$ cat src/rtl/lcd_bus_sequencer.sv
// HD44780-style write sequencer fed by the software-written LCD buffer word.
// Each new {RS,DATA} (or GO toggle) becomes one setup/EN-pulse/hold/exec-wait bus write.
module lcd_bus_sequencer #(
  parameter int unsigned T_SETUP = 2,
  parameter int unsigned T_PULSE = 12,
  parameter int unsigned T_HOLD  = 2,
  parameter int unsigned T_EXEC  = 2000,
  parameter int unsigned CNT_W   = 16
) (
  input  logic        i_clk,
  input  logic        i_reset,
  input  logic [31:0] i_lcd_word,
  output logic        o_lcd_on,
  output logic        o_lcd_en,
  output logic        o_lcd_rs,
  output logic        o_lcd_rw,
  output logic [7:0]  o_lcd_data,
  output logic        o_busy,
  output logic [7:0]  o_drop_cnt
);

  localparam int unsigned REQ_W  = 9;
  localparam int unsigned SEEN_W = 10;
  localparam int unsigned DROP_W = 8;

  typedef enum logic [2:0] {
    S_IDLE,
    S_SETUP,
    S_PULSE,
    S_HOLD,
    S_WAIT
  } state_e;

  state_e              state_q, state_d;
  logic [CNT_W-1:0]    cnt_q, cnt_d;
  logic [SEEN_W-1:0]   last_seen_q, last_seen_d;
  logic [REQ_W-1:0]    act_q, act_d;
  logic [REQ_W-1:0]    pend_q, pend_d;
  logic                pend_v_q, pend_v_d;
  logic [DROP_W-1:0]   drop_q, drop_d;
  logic                on_q, on_d;
  logic                en_q, en_d;
  logic                busy_q, busy_d;

  logic                chg_c;
  logic [REQ_W-1:0]    req_c;
  logic                word_unused_c;

  assign chg_c         = (i_lcd_word[SEEN_W-1:0] != last_seen_q);
  assign req_c         = i_lcd_word[REQ_W-1:0];
  assign word_unused_c = ^i_lcd_word[30:10];

  // Next-state, pending slot and drop accounting
  always_comb begin
    state_d     = state_q;
    cnt_d       = cnt_q + CNT_W'(1);
    last_seen_d = i_lcd_word[SEEN_W-1:0];
    act_d       = act_q;
    pend_d      = pend_q;
    pend_v_d    = pend_v_q;
    drop_d      = drop_q;
    on_d        = i_lcd_word[31];

    // A change while busy with an occupied slot always loses the older request
    if ((state_q != S_IDLE) && chg_c && pend_v_q && (drop_q != 8'hFF)) begin
      drop_d = drop_q + 8'd1;
    end

    unique case (state_q)
      S_IDLE: begin
        cnt_d = '0;
        if (chg_c) begin
          act_d   = req_c;
          state_d = S_SETUP;
        end
      end
      S_SETUP: begin
        if (cnt_q == CNT_W'(T_SETUP - 1)) begin
          cnt_d   = '0;
          state_d = S_PULSE;
        end
      end
      S_PULSE: begin
        if (cnt_q == CNT_W'(T_PULSE - 1)) begin
          cnt_d   = '0;
          state_d = S_HOLD;
        end
      end
      S_HOLD: begin
        if (cnt_q == CNT_W'(T_HOLD - 1)) begin
          cnt_d   = '0;
          state_d = S_WAIT;
        end
      end
      S_WAIT: begin
        if (cnt_q == CNT_W'(T_EXEC - 1)) begin
          cnt_d = '0;
          if (chg_c) begin
            act_d    = req_c;
            pend_v_d = 1'b0;
            state_d  = S_SETUP;
          end else if (pend_v_q) begin
            act_d    = pend_q;
            pend_v_d = 1'b0;
            state_d  = S_SETUP;
          end else begin
            state_d = S_IDLE;
          end
        end
      end
      default: begin
        cnt_d   = '0;
        state_d = S_IDLE;
      end
    endcase

    // Park changes in the slot unless they are passed straight through above
    if ((state_q != S_IDLE) && chg_c &&
        !((state_q == S_WAIT) && (cnt_q == CNT_W'(T_EXEC - 1)))) begin
      pend_d   = req_c;
      pend_v_d = 1'b1;
    end

    en_d   = (state_d == S_PULSE);
    busy_d = (state_d != S_IDLE);
  end

  always_ff @(posedge i_clk or negedge i_reset) begin
    if (!i_reset) begin
      state_q     <= S_IDLE;
      cnt_q       <= '0;
      last_seen_q <= '0;
      act_q       <= '0;
      pend_q      <= '0;
      pend_v_q    <= 1'b0;
      drop_q      <= '0;
      on_q        <= 1'b0;
      en_q        <= 1'b0;
      busy_q      <= 1'b0;
    end else begin
      state_q     <= state_d;
      cnt_q       <= cnt_d;
      last_seen_q <= last_seen_d;
      act_q       <= act_d;
      pend_q      <= pend_d;
      pend_v_q    <= pend_v_d;
      drop_q      <= drop_d;
      on_q        <= on_d;
      en_q        <= en_d;
      busy_q      <= busy_d;
    end
  end

  assign o_lcd_on   = on_q;
  assign o_lcd_en   = en_q;
  assign o_lcd_rs   = act_q[8];
  assign o_lcd_rw   = 1'b0;
  assign o_lcd_data = act_q[7:0];
  assign o_busy     = busy_q;
  assign o_drop_cnt = drop_q;

endmodule

$ cat config.mk
export PLATFORM = sky130hd
export DESIGN_NAME = lcd_bus_sequencer
export DESIGN_NICKNAME = d
export VERILOG_FILES = /design/src/rtl/lcd_bus_sequencer.sv
export SDC_FILE = /design/constraint.sdc
export NUM_CORES = 1
export LEC_CHECK = 0
export BUFFER_PORTS_ARGS = -buffer_cell sky130_fd_sc_hd__buf_4
export CORE_MARGIN = 5
export CORE_UTILIZATION = 49
export DETAILED_ROUTE_END_ITERATION = 7
export PLACE_DENSITY = 0.72
export SYNTH_ARGS = -nofsm -noshare
export SYNTH_HDL_FRONTEND = slang
export SYNTH_SLANG_ARGS = --single-unit
$ cat constraint.sdc
create_clock -name i_clk -period 2.2 [get_ports i_clk]
set_input_delay 0.33 -clock i_clk [delete_from_list [all_inputs] [get_ports i_clk]]
set_output_delay 0.33 -clock i_clk [all_outputs]
set_load 0.02 [all_outputs]
**Yosys cells after proc, flatten, opt, wreduce, memory -nomap -nowiden**

Cells that the tools add are included.
Widths: inputs -> output; s select.

- Reductions and logical operators: 15
- $add $sub $neg: 2
- Equal/unequal tests: 13
- Muxes and demuxes: 20

Operator list:

| cell | number |
|---|---|
| $mux 16 | 3 |
| $pmux 16 s3 | 1 |
| $mux 9 | 4 |
| $pmux 9 s2 | 1 |
| $add 16x1->16 const B | 1 |
| $eq 16x1->1 const B | 1 |
| $eq 16x11->1 const B | 1 |
| $eq 16x4->1 const B | 1 |
| $mux 3 | 5 |
| $pmux 3 s5 | 1 |
| $ne 10x10->1 | 1 |
| $eq 3x2->1 const B | 3 |
| $add 8x1->8 const B | 1 |
| $ne 8x8->1 const B | 1 |
| $reduce_bool 2->1 | 3 |
| $reduce_bool 3->1 | 2 |
| $logic_and 1x1->1 | 5 |
| $mux 1 | 5 |
| $ne 2x2->1 const B | 2 |
| $reduce_and 4->1 | 1 |
| $eq 3x1->1 const B | 1 |
| $eq 3x3->1 const B | 1 |
| $logic_not 3->1 | 1 |
| $ne 3x3->1 const B | 1 |
| other kinds (3) | 3 |

- Register bits: 59
- Bits of input ports: 34
- Logic and storage cells: 60
- Output and inout port bits: 21

**Longest topological paths before layout**

Gate-level depths: netlist of the first run.

- Depth in word-level cells: 6
- Mapped depth: 7
- Gate-level depth less buffers: 6

**Worst setup path before layout of the first run**

OpenSTA, ideal clock, no wires.

- Path type: reg2reg
- Start: reg cnt_q[12]
- End: reg act_q[1]
- Data arrival time: 1934 ps
- Path buffers: 1
- Path slack: 141 ps
- Stages on the path, launching flop included: 7
- Data required time: 2075 ps
- Setup time: 125 ps
- Clock period less this slack: 2059 ps
- Cell sequence: dfrtp_1 > nor4_2 > nand2_1 > or4b_4 > o2bb2ai_2 > buf_6 > mux2_4

- Word-level cells in the longest chain between the ends: 3

Ends and longest elaborated chain:

| item | RTL line | text |
|---|---|---|
| from (decl) | 35 | `logic [CNT_W-1:0] cnt_q, cnt_d;` |
| from (signal assigned) | 142 | `cnt_q <= cnt_d;` |
| $eq 16x11->1 | 96 | `if (cnt_q == CNT_W'(T_EXEC - 1)) begin` |
| $ne 2x2->1 (no source line) | - |  |
| $reduce_and 4->1 (no source line) | - |  |
| to (signal assigned) | 144 | `act_q <= act_d;` |
| to (decl) | 37 | `logic [REQ_W-1:0] act_q, act_d;` |

Every way passes these cells.
A chain may end at the register's enable or synchronous reset.

**Worst setup path in the final report of the first run**

- Start: reg cnt_q[12]
- End: reg pend_q[3]

- Word-level cells in the longest chain between the ends: 4

Ends and longest elaborated chain:

| item | RTL line | text |
|---|---|---|
| $eq 16x11->1 | 119 | `!((state_q == S_WAIT) && (cnt_q == CNT_W'(T_EXEC - 1)))) begin` |
| $logic_and 1x1->1 | 119 |  |
| $logic_not 1->1 | 119 |  |
| $logic_and 1x1->1 | 118 | `if ((state_q != S_IDLE) && chg_c &&` |
| to (signal assigned) | 145 | `pend_q <= pend_d;` |
| to (decl) | 38 | `logic [REQ_W-1:0] pend_q, pend_d;` |

Every way passes these cells.

==> flow_summary.ini, run 1 <==
[outcome]
status = completed

[timing]
worst_pin_slew_ps = 741
max_freq_ghz = 0.466
relSlewSlack_pct = 50.6
grt_setup_unrepaired = yes
fin_crit_sh_pct = 97.5
finalClockSkew_ps = 6.51
drv_slew = 0
finalHoldViolCount = 0
tns_ps = 0
setup_violations = 0
fin_crit_ps = 2140

[yosys]
ys_ff_latch = 59
yosysSeqAreaShare_pct = 54.4
synth_cell_types = 37
postSynthCellCount = 222
synth_fp_nets = 259
yosysWarningCount = 0
avgSynthCellArea_um2 = 12.2
syn-cell-area_um2 = 2710

[global_route]
grt_usage_pct = 15.3
use_met1_pct = 20.8
grt_max_degree = 60
grt_util_met2_pct = 22.2
grt_pass1_wl_mm = 8.67
grt.overflow.total = 0
grt_pass1_vias = 1806
antenna_found_initial = 0
grt.met3_usage_pct = 4.42
grt-busiest-layer = met2

[layout]
post-route-cell-area_um2 = 3390
layout_commonest_cell = dfrtp_1
layout_common_cells = 59 x dfrtp_1, 44 x buf_4, 24 x nor2_1
final_nets = 311
stdcell_count = 351
final_util_pct = 62.3
areaGrowthSynthToFinish_pct = 24.9
antenna_cells = 0
drive_gt1_share_pct = 36.9
fillers = 446

[worst_setup_path]
startpoint_type = flop
required_ps = 2420
critPathKind = reg -> reg
crit_arrival_ps = 2370
cp_max_fo = 10
cp-end-kind = flop

[routing]
vias_per_cell = 5.10
ant_nets = 0
drc = 0
via_count = 1790
wirelength_mm = 4.91
first_pass_iters = 4
first_iter_violations = 65
wl_per_cell_um = 14.0

[pwr]
power_leakage_nw = 1.56
p_per_area_nw_per_um2 = 855
ir_drop_mv = 0.443

[clock_tree]
clock_sinks = 59
cts-root-buf = clkbuf_8
cts_tree = yes
clockBufferDepth = 2
cts_htree_levels = 3
postCtsSetupBuffers = 0
insertion_delay_ps = 340
cts_inserted_buffers = 9
ctsResizeCount = 2
path_clk_slew_ps = 70
cts_hold_buf = 0

[placement]
port_buffers = 32
place_inst = 335
place.gp.congestion = 0.736
dp.final_hpwl_mm = 3.32
place_area_um2 = 3110

[hold_path]
min_path_type = in -> async

[floorplan]
row_count = 27
die_area_um2 = 7130
die_w_um = 84.4
initial_core_util_pct = 49.9
core_area_um2 = 5440
io_pins = 55
fp.dieH_um = 84.4

[run]
drv_cap = 0
-- path summary, 6_finish.rpt --
check                                    start            end  slack (ps)  cells after the start
worst max register to register       cnt_q[12]      pend_q[3]          60                      5
worst max-delay path                 cnt_q[12]      pend_q[3]          60                      5
min in group i_clk              i_lcd_word[31]       o_lcd_on         100                      1
worst min register to register       pend_q[0]      pend_q[0]         500                      1
max in group asynchronous              i_reset  o_drop_cnt[1]        1650                      1
worst min-delay path                   i_reset  o_drop_cnt[0]          50                      1
-- worst max-delay path, stage by stage (launching register included) --
cell and delay, ps:
dfrtp_1 410, nor4_4 300, nand2_1 120, or4b_4 580, nand2_2 240, mux2_2 380
-- state kept, by name (all words and copies together), names as in the netlist, 3 cells and up --
register,cells
pend_q,9
cnt_q,16
state_q,3
last_seen_q,10
act_q,9
o_drop_cnt,8
-- power by group --
| part | switching, mW | internal [mW] | total (mW) | leakage, nW |
|---|---|---|---|---|
| Sequential | 0.0890 | 1.18 | 1.27 | 0.716 |
| Clock | 0.410 | 0.761 | 1.17 | 0.122 |
| Combinational | 0.229 | 0.231 | 0.460 | 0.724 |
| Total | 0.728 | 2.17 | 2.90 | 1.56 |
-- synth_stat cells, drive strengths merged --
| master | instances | area share (%) |
|---|---|---|
| dfrtp | 59 | 54 |
| mux2 | 29 | 13 |
| nor2 | 24 | 3.3 |
| xor2 | 18 | 5.8 |
| nand2 | 16 | 2.4 |
| xnor2 | 13 | 4.2 |
| nand3 | 12 | 2.2 |
| nor4 | 6 | 2.1 |
| nand4 | 5 | 1.2 |
| and3 | 4 | 0.92 |
| and4 | 4 | 1.4 |
| inv | 4 | 0.55 |
| and2 | 3 | 0.69 |
| buf | 3 | 0.88 |
| ha | 3 | 1.4 |
| nor2b | 3 | 0.69 |
| nor3 | 3 | 0.74 |
| a31oi | 2 | 0.46 |
| a2111oi | 1 | 0.32 |
| a211oi | 1 | 0.46 |
| a21oi | 1 | 0.18 |
| conb | 1 | 0.14 |
| nand2b | 1 | 0.23 |
| nor3b | 1 | 0.28 |
| o21bai | 1 | 0.28 |
| o2bb2ai | 1 | 0.55 |
| o31a | 1 | 0.37 |
| or3 | 1 | 0.23 |
| or4b | 1 | 0.51 |
-- per-layer routing --
| layer | up-vias | part of all wire, % |
|---|---|---|
| met5 | - | 0 |
| met4 | 0 | 1.6 |
| met3 | 7 | 4.6 |
| met2 | 26 | 48 |
| met1 | 885 | 46 |
| li1 | 872 | - |
-- cell families after synthesis --
| logic type | Yosys count | synth area share, % |
|---|---|---|
| DFF | 59 | 54.4 |
| and+or+nand+nor | 84 | 16.9 |
| AOI/OAI and AO/OA | 8 | 2.63 |
| xor gates and xnor gates | 31 | 10.0 |
| muxes | 29 | 13.1 |
| other | 1 | 0.138 |
| buffers and inverters | 7 | 1.43 |
| adders and majority gates | 3 | 1.38 |
-- metrics by stage --
stage	hold WS [ps]	total power [mW]	setup WS, ps
5_1_grt	77.4	3.04	-11.5
4_1_cts	84.7	2.94	20.9
3_3_place_gp	441	1.74	-147
3_5_place_dp	441	1.76	-181
6_report	53.6	2.90	56.0
2_1_floorplan	34.4	1.55	141
-- final cells by class --
cell class	count	area [µm²]	area share, %
sequential	59	1480	43.6
multi-input combinational	156	1230	36.3
timing repair buffer	44	330	9.75
clock buffer	13	179	5.28
tap	72	90.1	2.66
clock inverter	3	67.6	1.99
inverter	4	15.0	0.443
No activity file was read; power rests on OpenSTA's default activity.
==> inputs of run 2 (changes only) <==
Settings changed: CORE_UTILIZATION 49 to 51.
Clock period 2.2 ns to 2.5 ns, I/O delays scaled along.
==> run 2 against run 1 <==
Compared with the run above:
- global-route usage down 0.15 points
- critical endpoint is now act_q[2]
- highest routed layer unchanged
- utilization increased by 1.0 points
- sequential share of layout area grew 1.8 points
==> flow_summary.ini, run 2 (same netlist as run 1, synthesis figures left out) <==
[timing]
relSlewSlack_pct = 52.9
finalHoldViolCount = 0
setup_violations = 0
fin_crit_ps = 2260
fin_crit_sh_pct = 90.3
finalClockSkew_ps = 8.10
tns_ps = 0
worst_pin_slew_ps = 706
drv_slew = 0
grt_setup_unrepaired = no
max_freq_ghz = 0.443

[floorplan]
core_area_um2 = 5140
die_area_um2 = 6880
initial_core_util_pct = 52.8
row_count = 26
die_w_um = 82.9
fp.dieH_um = 82.9
io_pins = 55

[clock_tree]
ctsResizeCount = 0
cts_inserted_buffers = 9
cts-root-buf = clkbuf_8
cts_hold_buf = 0
path_clk_slew_ps = 60
cts_htree_levels = 3
cts_tree = yes
postCtsSetupBuffers = 0
clockBufferDepth = 2
clock_sinks = 59
insertion_delay_ps = 330

[routing]
first_iter_violations = 63
wl_met1_mm = 2.12
vias_per_cell = 5.15
wl_met3_um = 240
wl_met2_mm = 2.33
wirelength_mm = 4.76
wl_per_cell_um = 13.9
highest_layer = met4
via_count = 1761
ant_nets = 0
first_pass_iters = 4
drc = 0

[pwr]
switching_share_pct = 26.9
seqPwrFrac_pct = 48.6
p_clk_share_pct = 33.7
net-switching-power_mw = 0.616
p_int_mw = 1.68
p_per_area_nw_per_um2 = 704
power_leakage_nw = 1.50
ir_drop_mv = 0.483
finalPower_mw = 2.29
power_frac_comb_pct = 17.6

[worst_setup_path]
cpLargestDelayFamily = simple AND/OR/NAND/NOR gates
required_ps = 2710
startpoint_type = flop
critPathSlowestCell = or4b_4
reg2reg_depth = 6
cp-end-kind = flop
cp.depth = 6
cp_max_fo = 9
cp_slowest_stage_delay_ps = 590
critPathBufInv = 1
path_cells = nor4_2 -> nand2_1 -> or4b_4 -> o2bb2ai_2 -> buf_12 -> mux2_4
critPathKind = reg -> reg
crit_arrival_ps = 2470
reg2reg_slack_ps = 240

[layout]
largest_reg_flops = 16
reg_top3 = cnt_q: 16 flops, last_seen_q: 10 flops
areaGrowthSynthToFinish_pct = 20.0
fillers = 437
final_util_pct = 63.3
layout_common_cells = 59 x dfrtp_1, 37 x buf_4, 24 x nor2_1
largest_register = cnt_q
regArea_um2 = 1480
multi_input_area_um2 = 1200
antenna_cells = 0
layout_commonest_cell = dfrtp_1
drive_gt1_share_pct = 33.8
final_nets = 305

[global_route]
grt_usage_pct = 15.2
grt_pass1_wl_mm = 8.44
grt_max_degree = 60
grt_pass1_vias = 1883
grt.overflow.total = 0
antenna_found_initial = 0

[placement]
dp.final_hpwl_mm = 3.31
place.gp.congestion = 0.778
port_buffers = 32

[run]
drv_cap = 0

[outcome]
status = completed

[hold_path]
min_path_type = in -> async
## run 2: cell types whose count changed in the layout (fill, tap and decap cells not counted), sizes merged
cell / change
bufinv: -2
buf: -6
clkbuf: +1
## run 2: layer usage
metal / up-vias / GRT usage (%)
met1: 870 / 18.0
met3: 7 / 5.84
met5: - / 0
li1: 859 / -
met2: 25 / 24.1
met4: 0 / 7.58
## run 2: stage by stage
stage          cell area (µm²)  hold WS, ps  worst slack, ps  instances
6_report                  3260          103              241        342
5_1_grt                   3260          133              169        342
4_1_cts                   3260          117              230        342
3_5_place_dp              3080          480              249        327
3_3_place_gp              3080          481              275        327
2_1_floorplan             2710         79.4              441        222
## run 2: final timing paths
check | startpoint | end
worst min-delay path | i_reset | o_lcd_on
worst min register to register | o_drop_cnt[5] | o_drop_cnt[5]
worst max register to register | cnt_q[12] | act_q[2]
max in group asynchronous | i_reset | pend_q[2]
worst max-delay path | cnt_q[12] | act_q[2]
min in group i_clk | i_lcd_word[31] | o_lcd_on
## run 2: power by group through the flow
stage               Combinational, mW  Clock [mW]  Sequential (mW)
finish                          0.405       0.773             1.12
global route                    0.444       0.848             1.13
CTS                             0.412       0.803             1.12
detailed placement              0.411           0             1.13
global placement                0.402           0             1.13
floorplan                       0.165           0             1.20
## run 2: area by class of cell
| cell class | count | share of cell area (%) |
|---|---|---|
| Sequential cell | 59 | 45.3 |
| Multi-Input combinational cell | 156 | 36.8 |
| Timing Repair Buffer | 38 | 9.15 |
| Clock buffer | 14 | 5.30 |
| Tap cell | 70 | 2.69 |
| Inverter | 4 | 0.461 |
| Clock inverter | 1 | 0.231 |
## run 2: worst reg2reg max path, cell delays in order, from the launching register on
cell,delay [ps]
dfrtp_1,410
nor4_2,320
nand2_1,150
or4b_4,590
o2bb2ai_2,190
buf_12,180
mux2_4,300
